[config.mk]
export PLATFORM = sky130hd
export DESIGN_NAME = fixed_mult_pipe
export DESIGN_NICKNAME = d
export VERILOG_FILES = /design/src/rtl/fixed_pkg.sv /design/src/rtl/fixed_round_sat.sv /design/src/rtl/fixed_mult_pipe.sv
export SDC_FILE = /design/constraint.sdc
export NUM_CORES = 2
export LEC_CHECK = 0
export ABC_CLOCK_PERIOD_IN_PS = 3570
export CELL_PAD_IN_SITES_DETAIL_PLACEMENT = 1
export CELL_PAD_IN_SITES_GLOBAL_PLACEMENT = 2
export CORE_UTILIZATION = 42
export CTS_BUF_LIST = sky130_fd_sc_hd__clkbuf_4
export CTS_CLUSTER_DIAMETER = 40
export DETAILED_ROUTE_END_ITERATION = 8
export PLACE_DENSITY_LB_ADDON = 0.12
export SYNTH_ARGS = -nofsm -noshare
export SYNTH_HDL_FRONTEND = slang
export SYNTH_SLANG_ARGS = --single-unit
[constraint.sdc]
create_clock -name clk -period 3.57 [get_ports clk]
set_input_delay 0.714 -clock clk [delete_from_list [all_inputs] [get_ports clk]]
set_output_delay 0.714 -clock clk [all_outputs]
set_load 0.005 [all_outputs]
[src/rtl/fixed_pkg.sv]
// Shared types, defaults and range helpers for the signed fixed-point math blocks.
package fixed_pkg;

  typedef enum logic {
    RND_TRUNC   = 1'b0,
    RND_HALF_UP = 1'b1
  } round_mode_e;

  localparam int unsigned TOTAL_PREC_D = 27;
  localparam int unsigned FRAC_BITS_D  = 22;

  function automatic logic signed [63:0] fixed_max(input int unsigned width);
    return (64'sd1 <<< (width - 1)) - 64'sd1;
  endfunction

  function automatic logic signed [63:0] fixed_min(input int unsigned width);
    return -(64'sd1 <<< (width - 1));
  endfunction

endpackage

[src/rtl/fixed_round_sat.sv]
// Rounds a full-width signed product back to TOTAL_PREC bits and flags overflow.
// FIXED_MULT_SATURATE_EN selects saturation on overflow; otherwise the result wraps.
module fixed_round_sat
  import fixed_pkg::*;
#(
  parameter int TOTAL_PREC = TOTAL_PREC_D,
  parameter int FRAC_BITS  = FRAC_BITS_D
) (
  input  logic signed [2*TOTAL_PREC-1:0] prod_i,
  input  round_mode_e                    mode_i,
  output logic signed [TOTAL_PREC-1:0]   res_o,
  output logic                           ovf_o
);

  localparam int QW = 2*TOTAL_PREC + 1;
  localparam logic signed [QW-1:0] HALF =
    (FRAC_BITS == 0) ? '0 : (QW'(1) <<< (FRAC_BITS - 1));

`ifdef FIXED_MULT_SATURATE_EN
  localparam logic signed [63:0] MAX_W = fixed_max(TOTAL_PREC);
  localparam logic signed [63:0] MIN_W = fixed_min(TOTAL_PREC);
`endif

  logic signed [QW-1:0]          sum;
  logic signed [QW-1:0]          q;
  logic        [QW-TOTAL_PREC:0] hi;

  always_comb begin
    sum = {prod_i[2*TOTAL_PREC-1], prod_i} + ((mode_i == RND_HALF_UP) ? HALF : '0);
    q   = sum >>> FRAC_BITS;
    // In range exactly when every bit from the result sign upward agrees.
    hi    = q[QW-1:TOTAL_PREC-1];
    ovf_o = !((&hi) || !(|hi));
`ifdef FIXED_MULT_SATURATE_EN
    if (ovf_o) res_o = q[QW-1] ? MIN_W[TOTAL_PREC-1:0] : MAX_W[TOTAL_PREC-1:0];
    else       res_o = q[TOTAL_PREC-1:0];
`else
    res_o = q[TOTAL_PREC-1:0];
`endif
  end

endmodule

[src/rtl/fixed_mult_pipe.sv]
// Pipelined signed fixed-point multiplier with bubble-collapsing valid/ready stages.
// Overflow handling follows FIXED_MULT_SATURATE_EN (saturate) or wraps when undefined.
module fixed_mult_pipe
  import fixed_pkg::*;
#(
  parameter int TOTAL_PREC = TOTAL_PREC_D,
  parameter int FRAC_BITS  = FRAC_BITS_D,
  parameter int STAGES     = 3,
  parameter int TAG_W      = 8
) (
  input  logic                         clk,
  input  logic                         rst_n,
  input  logic                         in_valid,
  output logic                         in_ready,
  input  logic signed [TOTAL_PREC-1:0] a,
  input  logic signed [TOTAL_PREC-1:0] b,
  input  logic                         round_mode,
  input  logic        [TAG_W-1:0]      in_tag,
  output logic                         out_valid,
  input  logic                         out_ready,
  output logic signed [TOTAL_PREC-1:0] res,
  output logic                         ovf,
  output logic        [TAG_W-1:0]      out_tag
);

  localparam int          PW   = 2*TOTAL_PREC;
  localparam int unsigned LAST = STAGES - 1;

  logic [STAGES-1:0] vld_q, vld_d, ld;

  logic signed [PW-1:0] a_x, b_x, prod_c;
  logic signed [PW-1:0] rs_prod;
  round_mode_e          rs_mode;
  logic [TAG_W-1:0]     rs_tag;
  logic                 rs_vld;

  logic signed [TOTAL_PREC-1:0] rs_res, res_q;
  logic                         rs_ovf, ovf_q;
  logic [TAG_W-1:0]             tag_q;

  assign a_x    = {{TOTAL_PREC{a[TOTAL_PREC-1]}}, a};
  assign b_x    = {{TOTAL_PREC{b[TOTAL_PREC-1]}}, b};
  assign prod_c = a_x * b_x;

  // A stage loads when empty or when its occupant leaves this cycle,
  // which reduces to "empty or the next stage loads".
  always_comb begin
    ld       = '0;
    ld[LAST] = !vld_q[LAST] || out_ready;
    for (int unsigned k = LAST; k > 0; k--) ld[k-1] = !vld_q[k-1] || ld[k];
    vld_d = vld_q;
    if (ld[0]) vld_d[0] = in_valid;
    for (int unsigned k = 1; k < STAGES; k++) if (ld[k]) vld_d[k] = vld_q[k-1];
  end

  assign in_ready = ld[0];

  always_ff @(posedge clk or negedge rst_n) begin
    if (!rst_n) vld_q <= '0;
    else        vld_q <= vld_d;
  end

  if (STAGES == 1) begin : g_single
    assign rs_prod = prod_c;
    assign rs_mode = round_mode_e'(round_mode);
    assign rs_tag  = in_tag;
    assign rs_vld  = in_valid;
  end else begin : g_multi
    logic signed [PW-1:0] prod_q [STAGES-1];
    round_mode_e          mode_q [STAGES-1];
    logic [TAG_W-1:0]     ptag_q [STAGES-1];

    always_ff @(posedge clk or negedge rst_n) begin
      if (!rst_n) begin
        for (int unsigned k = 0; k < STAGES-1; k++) begin
          prod_q[k] <= '0;
          mode_q[k] <= RND_TRUNC;
          ptag_q[k] <= '0;
        end
      end else begin
        if (ld[0] && in_valid) begin
          prod_q[0] <= prod_c;
          mode_q[0] <= round_mode_e'(round_mode);
          ptag_q[0] <= in_tag;
        end
        for (int unsigned k = 1; k < STAGES-1; k++) begin
          if (ld[k] && vld_q[k-1]) begin
            prod_q[k] <= prod_q[k-1];
            mode_q[k] <= mode_q[k-1];
            ptag_q[k] <= ptag_q[k-1];
          end
        end
      end
    end

    assign rs_prod = prod_q[STAGES-2];
    assign rs_mode = mode_q[STAGES-2];
    assign rs_tag  = ptag_q[STAGES-2];
    assign rs_vld  = vld_q[STAGES-2];
  end

  fixed_round_sat #(
    .TOTAL_PREC (TOTAL_PREC),
    .FRAC_BITS  (FRAC_BITS)
  ) u_round_sat (
    .prod_i (rs_prod),
    .mode_i (rs_mode),
    .res_o  (rs_res),
    .ovf_o  (rs_ovf)
  );

  always_ff @(posedge clk or negedge rst_n) begin
    if (!rst_n) begin
      res_q <= '0;
      ovf_q <= 1'b0;
      tag_q <= '0;
    end else if (ld[LAST] && rs_vld) begin
      res_q <= rs_res;
      ovf_q <= rs_ovf;
      tag_q <= rs_tag;
    end
  end

  assign out_valid = vld_q[LAST];
  assign res       = res_q;
  assign ovf       = ovf_q;
  assign out_tag   = tag_q;

endmodule
; Word-level counts from Yosys, hierarchy flattened
; Cells that the tools add are included.
[totals]
reg_bits = 165
inputBits = 67
word_cells = 29
[op_classes]
add_sub_neg = 1
multipliers = 1
muxes = 1
n_reduce_logical = 14
[ops]
columns = operator, n
row1 = $add A55 B55 Y55, 1
row2 = $mul A27 B27 Y54, 1
row3 = $mux W22, 1
row4 = $reduce_and A7 Y1, 1
row5 = $reduce_or A7 Y1, 1
row6 = $logic_not A1 Y1, 5
row7 = $logic_or A1 B1 Y1, 4
row8 = $logic_and A1 B1 Y1, 3

; Depth between registers and ports, before layout
[depth]
ltp_word = 6
depth_mapped = 28

; Cells and area by module
; Synthesis repeated with hierarchy kept, for this count alone.
[hier_totals]
hier_cells = 3439
area_unflattened_um2 = 33070.5
[modules_own_cells]
columns = mod, n_inst, cells_each, area_each_um2
row1 = fixed_mult_pipe, 1, 3330, 32319.7
row2 = fixed_round_sat, 1, 109, 750.7

; Worst setup path after synthesis
; OpenSTA, ideal clock, no wires.
[synth_timing]
kind = in2reg
from = input port b[8]
to = register g_multi.prod_q[107] (netlist name)
arrival_ps = 7317
required_time_ps = 3501
slack_ps = -3816
stages = 24
path_buffers = 3
path_cell_list = clkbuf_1 clkbuf_1 and2_1 fa_1 inv_1 fa_1 inv_1 fa_1 inv_1 fa_1 inv_1 fa_1 fa_1 fa_1 ha_1 clkbuf_1 a21oi_1 inv_1 a21oi_1 o221a_2 o31a_1 o41a_1 or4b_1 nand3_1
[synth_via]
elab_chain_cells = 1
[synth_lines]
columns = item, line_no
row1 = "start, declared", fixed_mult_pipe.sv:16  ; input logic signed [TOTAL_PREC-1:0] b,
row2 = $mul A27 B27 Y54, fixed_mult_pipe.sv:43  ; assign prod_c = a_x * b_x;
row3 = "end signal, assigned by index", fixed_mult_pipe.sv:88  ; prod_q[k] <= prod_q[k-1];
row4 = "end, declared", fixed_mult_pipe.sv:69  ; logic signed [PW-1:0] prod_q [STAGES-1];
; No other way between the ends.
; A chain may end at the register's enable or synchronous reset.

; Worst setup path after layout
[layout_timing]
from = input port a[26]
to = register g_multi.prod_q[104] (netlist name)
[layout_via]
elab_chain_cells = 1
[layout_lines]
columns = item, line_no
row1 = "start, declared", fixed_mult_pipe.sv:15  ; input logic signed [TOTAL_PREC-1:0] a,
row2 = $mul A27 B27 Y54, fixed_mult_pipe.sv:43
; No other way between the ends.

==> results.md <==
* Area share of and/or/nand/nor cells after synthesis at 15.21%
* I/O Buffers at 104
* Number of nets in the layout at 4843
* CTS tree: yes
* Max-cap violations at 0
* Post-synth net total at 4329
* Minimum clock period at 6.776 ns
* Post-synthesis xor/xnor area fraction at 2.026%
* Antenna Nets Post-Route at 0
* Post-synth cell types at 56
* Main synth FF type: dfrtp_1
* Hpwl dp at 80.29 mm
* Slew Limit Fails at 0
* Achievable Freq at 147.6 MHz
* Largest net degree at the start of global routing at 65
* H-tree Lvls at 4
* Final hold violation count at 0
* Die Y at 274.2 um
* Post-route DRC violation count at 16
* DR vias at 24400
* Initial DRC Count at 1065
* Mean post-synth cell area at 9.298 sq um
* Worst setup path category: input port to register
* 1st-pass router iterations at 7
* Part of the Yosys area used for sequential elements at 9.888%
* Share of the synthesized area in the top cell type at 48.88%
* DP Cell Count at 4599
* Adder-Cell Fraction of Synth Area at 55.07%
* Mapped Area at 31130 sq um
* Row Count at 99
* I/O pins at 105
* Std-Cell Core Area at 73210 sq um
* Clk buf depth at 2
* R2R depth at 12
* Crit Path Max Fanout at 13
* Top post-synthesis cells by area: fa_1 49%, inv_1 10%, dfrtp_1 9.9%, nand2_1 6.4%, and2_1 6.2%
* Largest family of logic cells by synthesized area: adder cells
* Worst-path clk slew at 0.12 ns
* Post-synthesis mux area share at 1.877%
* WL/cell at 21.72 um
* Total wire length at 105.0 mm
* Post-Synthesis Cells at 3348
* Final WS setup at -3.206 ns
* Global route total overflow at 0
* Initial antenna violation count at 4
* Compound-Gate Fraction of Synth Area at 3.935%
* Count of clock tree sinks at 123
* Worst Setup Start Kind: input port
* Global-route usage over all layers at 28.45%
* Reg2Reg Setup Slack at 0.73 ns
* Worst skew pair latency at 0.53 ns
* Die ar. at 75210 sq um
* Initial core utilization at 42.52%
* Worst Clk Skew at 0.02101 ns
* Final Non-Filler Cells at 4836
* # setup viols final at 33
* Violated checks: design-rule violations, negative setup slack
* Min-delay worst type: input port to async pin
* Util after Layout at 56.01%
* DIE WIDTH at 274.2 um
* P&R area growth vs syn at 31.71%
* Flops & latches, synth at 123
* CP arrival at 7.19 ns
* Relative slew slack at 40.13%
* Post-synth ARST share at 100.0%
* Share of cells above drive strength 1 at 30.55%
* Crit Reg-Reg Startpoint: rs_mode
* Tcrit/Tclk final at 189.8%
* First-pass GRT wire length at 162.6 mm
* Hold Worst Slack at 0.2391 ns
* Cell taking the most area after synthesis: fa_1
* Worst Max-Slew Pin Slew at 0.8948 ns
* TritonCTS Buffers at 17
* Vias/cell at 5.046
* Result of the run: complete, but fails checks
* RSZ-0062 raised after global routing: yes
* Post-synth EDFFs at 0
* Vias in the first global route at 29170
* Nature of the critical path endpoint: register
* Hold_buf cts at 0
* # fillers at 8069
* Critical R2R Capture: ovf
* Root Buffer Master: clkbuf_4
* Gpl congestion at 0.8454
* CP required at 3.98 ns
* Yosys warnings at 0
[area by class of cell]
cell class	count	area (sq um)	area share (%)
clock inverters	11	97.59	0.2380
inverters	835	3142	7.663
repair buffers	655	6977	17.02
diodes	2	5.005	0.01221
flip-flops and latches	123	3078	7.507
well taps	959	1200	2.927
multi-input cells	2230	26340	64.25
clock buffers	21	157.7	0.3845
[flip-flops by register name (all words and copies together) (netlist names)]
name,flops
g_multi.prod_q,33
ovf,1
rs_mode,1
out_tag,8
g_multi.ptag_q,8
rs_prod,33
rs_tag,8
res,27
vld_q,3
g_multi.mode_q,1
[cells by family (layout without fill, tap and decap cells)]
family,count (synthesis),count (layout)
AO/OA/AOI/OAI,201,201
XOR/XNOR,72,72
adder cells (fa/ha/maj),914,914
buffers and inverters,995,1522
flip-flops,123,123
multiplexers,52,52
other,0,2
AND/OR/NAND/NOR,991,991
[timing repair]
| item | in CTS | in global routing |
|---|---|---|
| buffers inserted | 160 | 52 |
| setup endpoints to repair | 33 | 33 |
| pin swaps | 311 | 213 |
| resized for setup | 668 | 320 |
| cloned | 14 | 5 |
| hold endpoints to repair | 0 | 0 |
[worst max path at each step]
stage	startpoint	end
2_1_floorplan	b[7]	g_multi.prod_q[107]
3_3_place_gp	a[25]	g_multi.prod_q[107]
3_5_place_dp	a[23]	g_multi.prod_q[107]
4_1_cts	a[9]	g_multi.prod_q[103]
5_1_grt	a[26]	g_multi.prod_q[104]
6_report	a[26]	g_multi.prod_q[104]
[per-stage QoR]
step / cell area [sq um] / setup TNS [ns] / setup slack (ns)
floorplan: 32010 / -89.75 / -3.351
global placement: 36440 / -128.07 / -4.156
detailed placement: 36440 / -130.77 / -4.234
CTS: 39890 / -92.82 / -3.130
global route: 40990 / -98.35 / -3.299
finish: 41000 / -95.16 / -3.206
[cells in the mapped netlist (all sizes together), types with 5 or more instances]
library cell    n
clkbuf        152
nor2           45
dfrtp         123
nand4          20
o21bai          9
xor2           32
o21ai          81
a21o           18
xnor2          40
a31oi           5
o211ai          8
buf             8
nor3            9
ha            154
mux2           51
nand2b         17
inv           834
and3           11
nand2         528
and2          310
nand3          32
a21oi          48
fa            760
[worst max-delay path: stages]
cell and delay [ns]:
buf_12 0.12, buf_12 0.14, buf_4 0.16, buf_4 0.18
and2_1 0.16, fa_2 0.59, inv_1 0.11, fa_1 0.52
inv_1 0.06, fa_2 0.50, fa_2 0.59, fa_2 0.44
fa_1 0.54, fa_1 0.49, ha_4 0.31, nand4_1 0.14
or2_4 0.31, or3_1 0.33, o211ai_1 0.34, buf_4 0.20
xnor2_4 0.12, o21ai_1 0.09
[placed cells by master (no fill, tap or decap), types with 35 or more instances in the layout]
cell type / count
ha_1: 105
inv_2: 107
fa_1: 673
dfrtp_1: 123
o21ai_0: 36
mux2_2: 51
clkdlybuf4s50_1: 49
and2_4: 84
nor2_1: 35
buf_4: 335
nand2_2: 42
buf_6: 130
ha_4: 43
inv_1: 725
nand2_1: 474
buf_12: 67
and2_1: 226
fa_2: 87
[per-layer routing]
| metal | GRT usage [%] | part of all wire (%) |
|---|---|---|
| met3 | 2.119 | 3.4 |
| met2 | 53.08 | 53 |
| met4 | 7.266 | 3.0 |
| met1 | 35.33 | 40 |
| met5 | 0 | 0 |
Power is not shown: default switching activity piles up to over one toggle a cycle in this logic, so the estimate is an artifact.
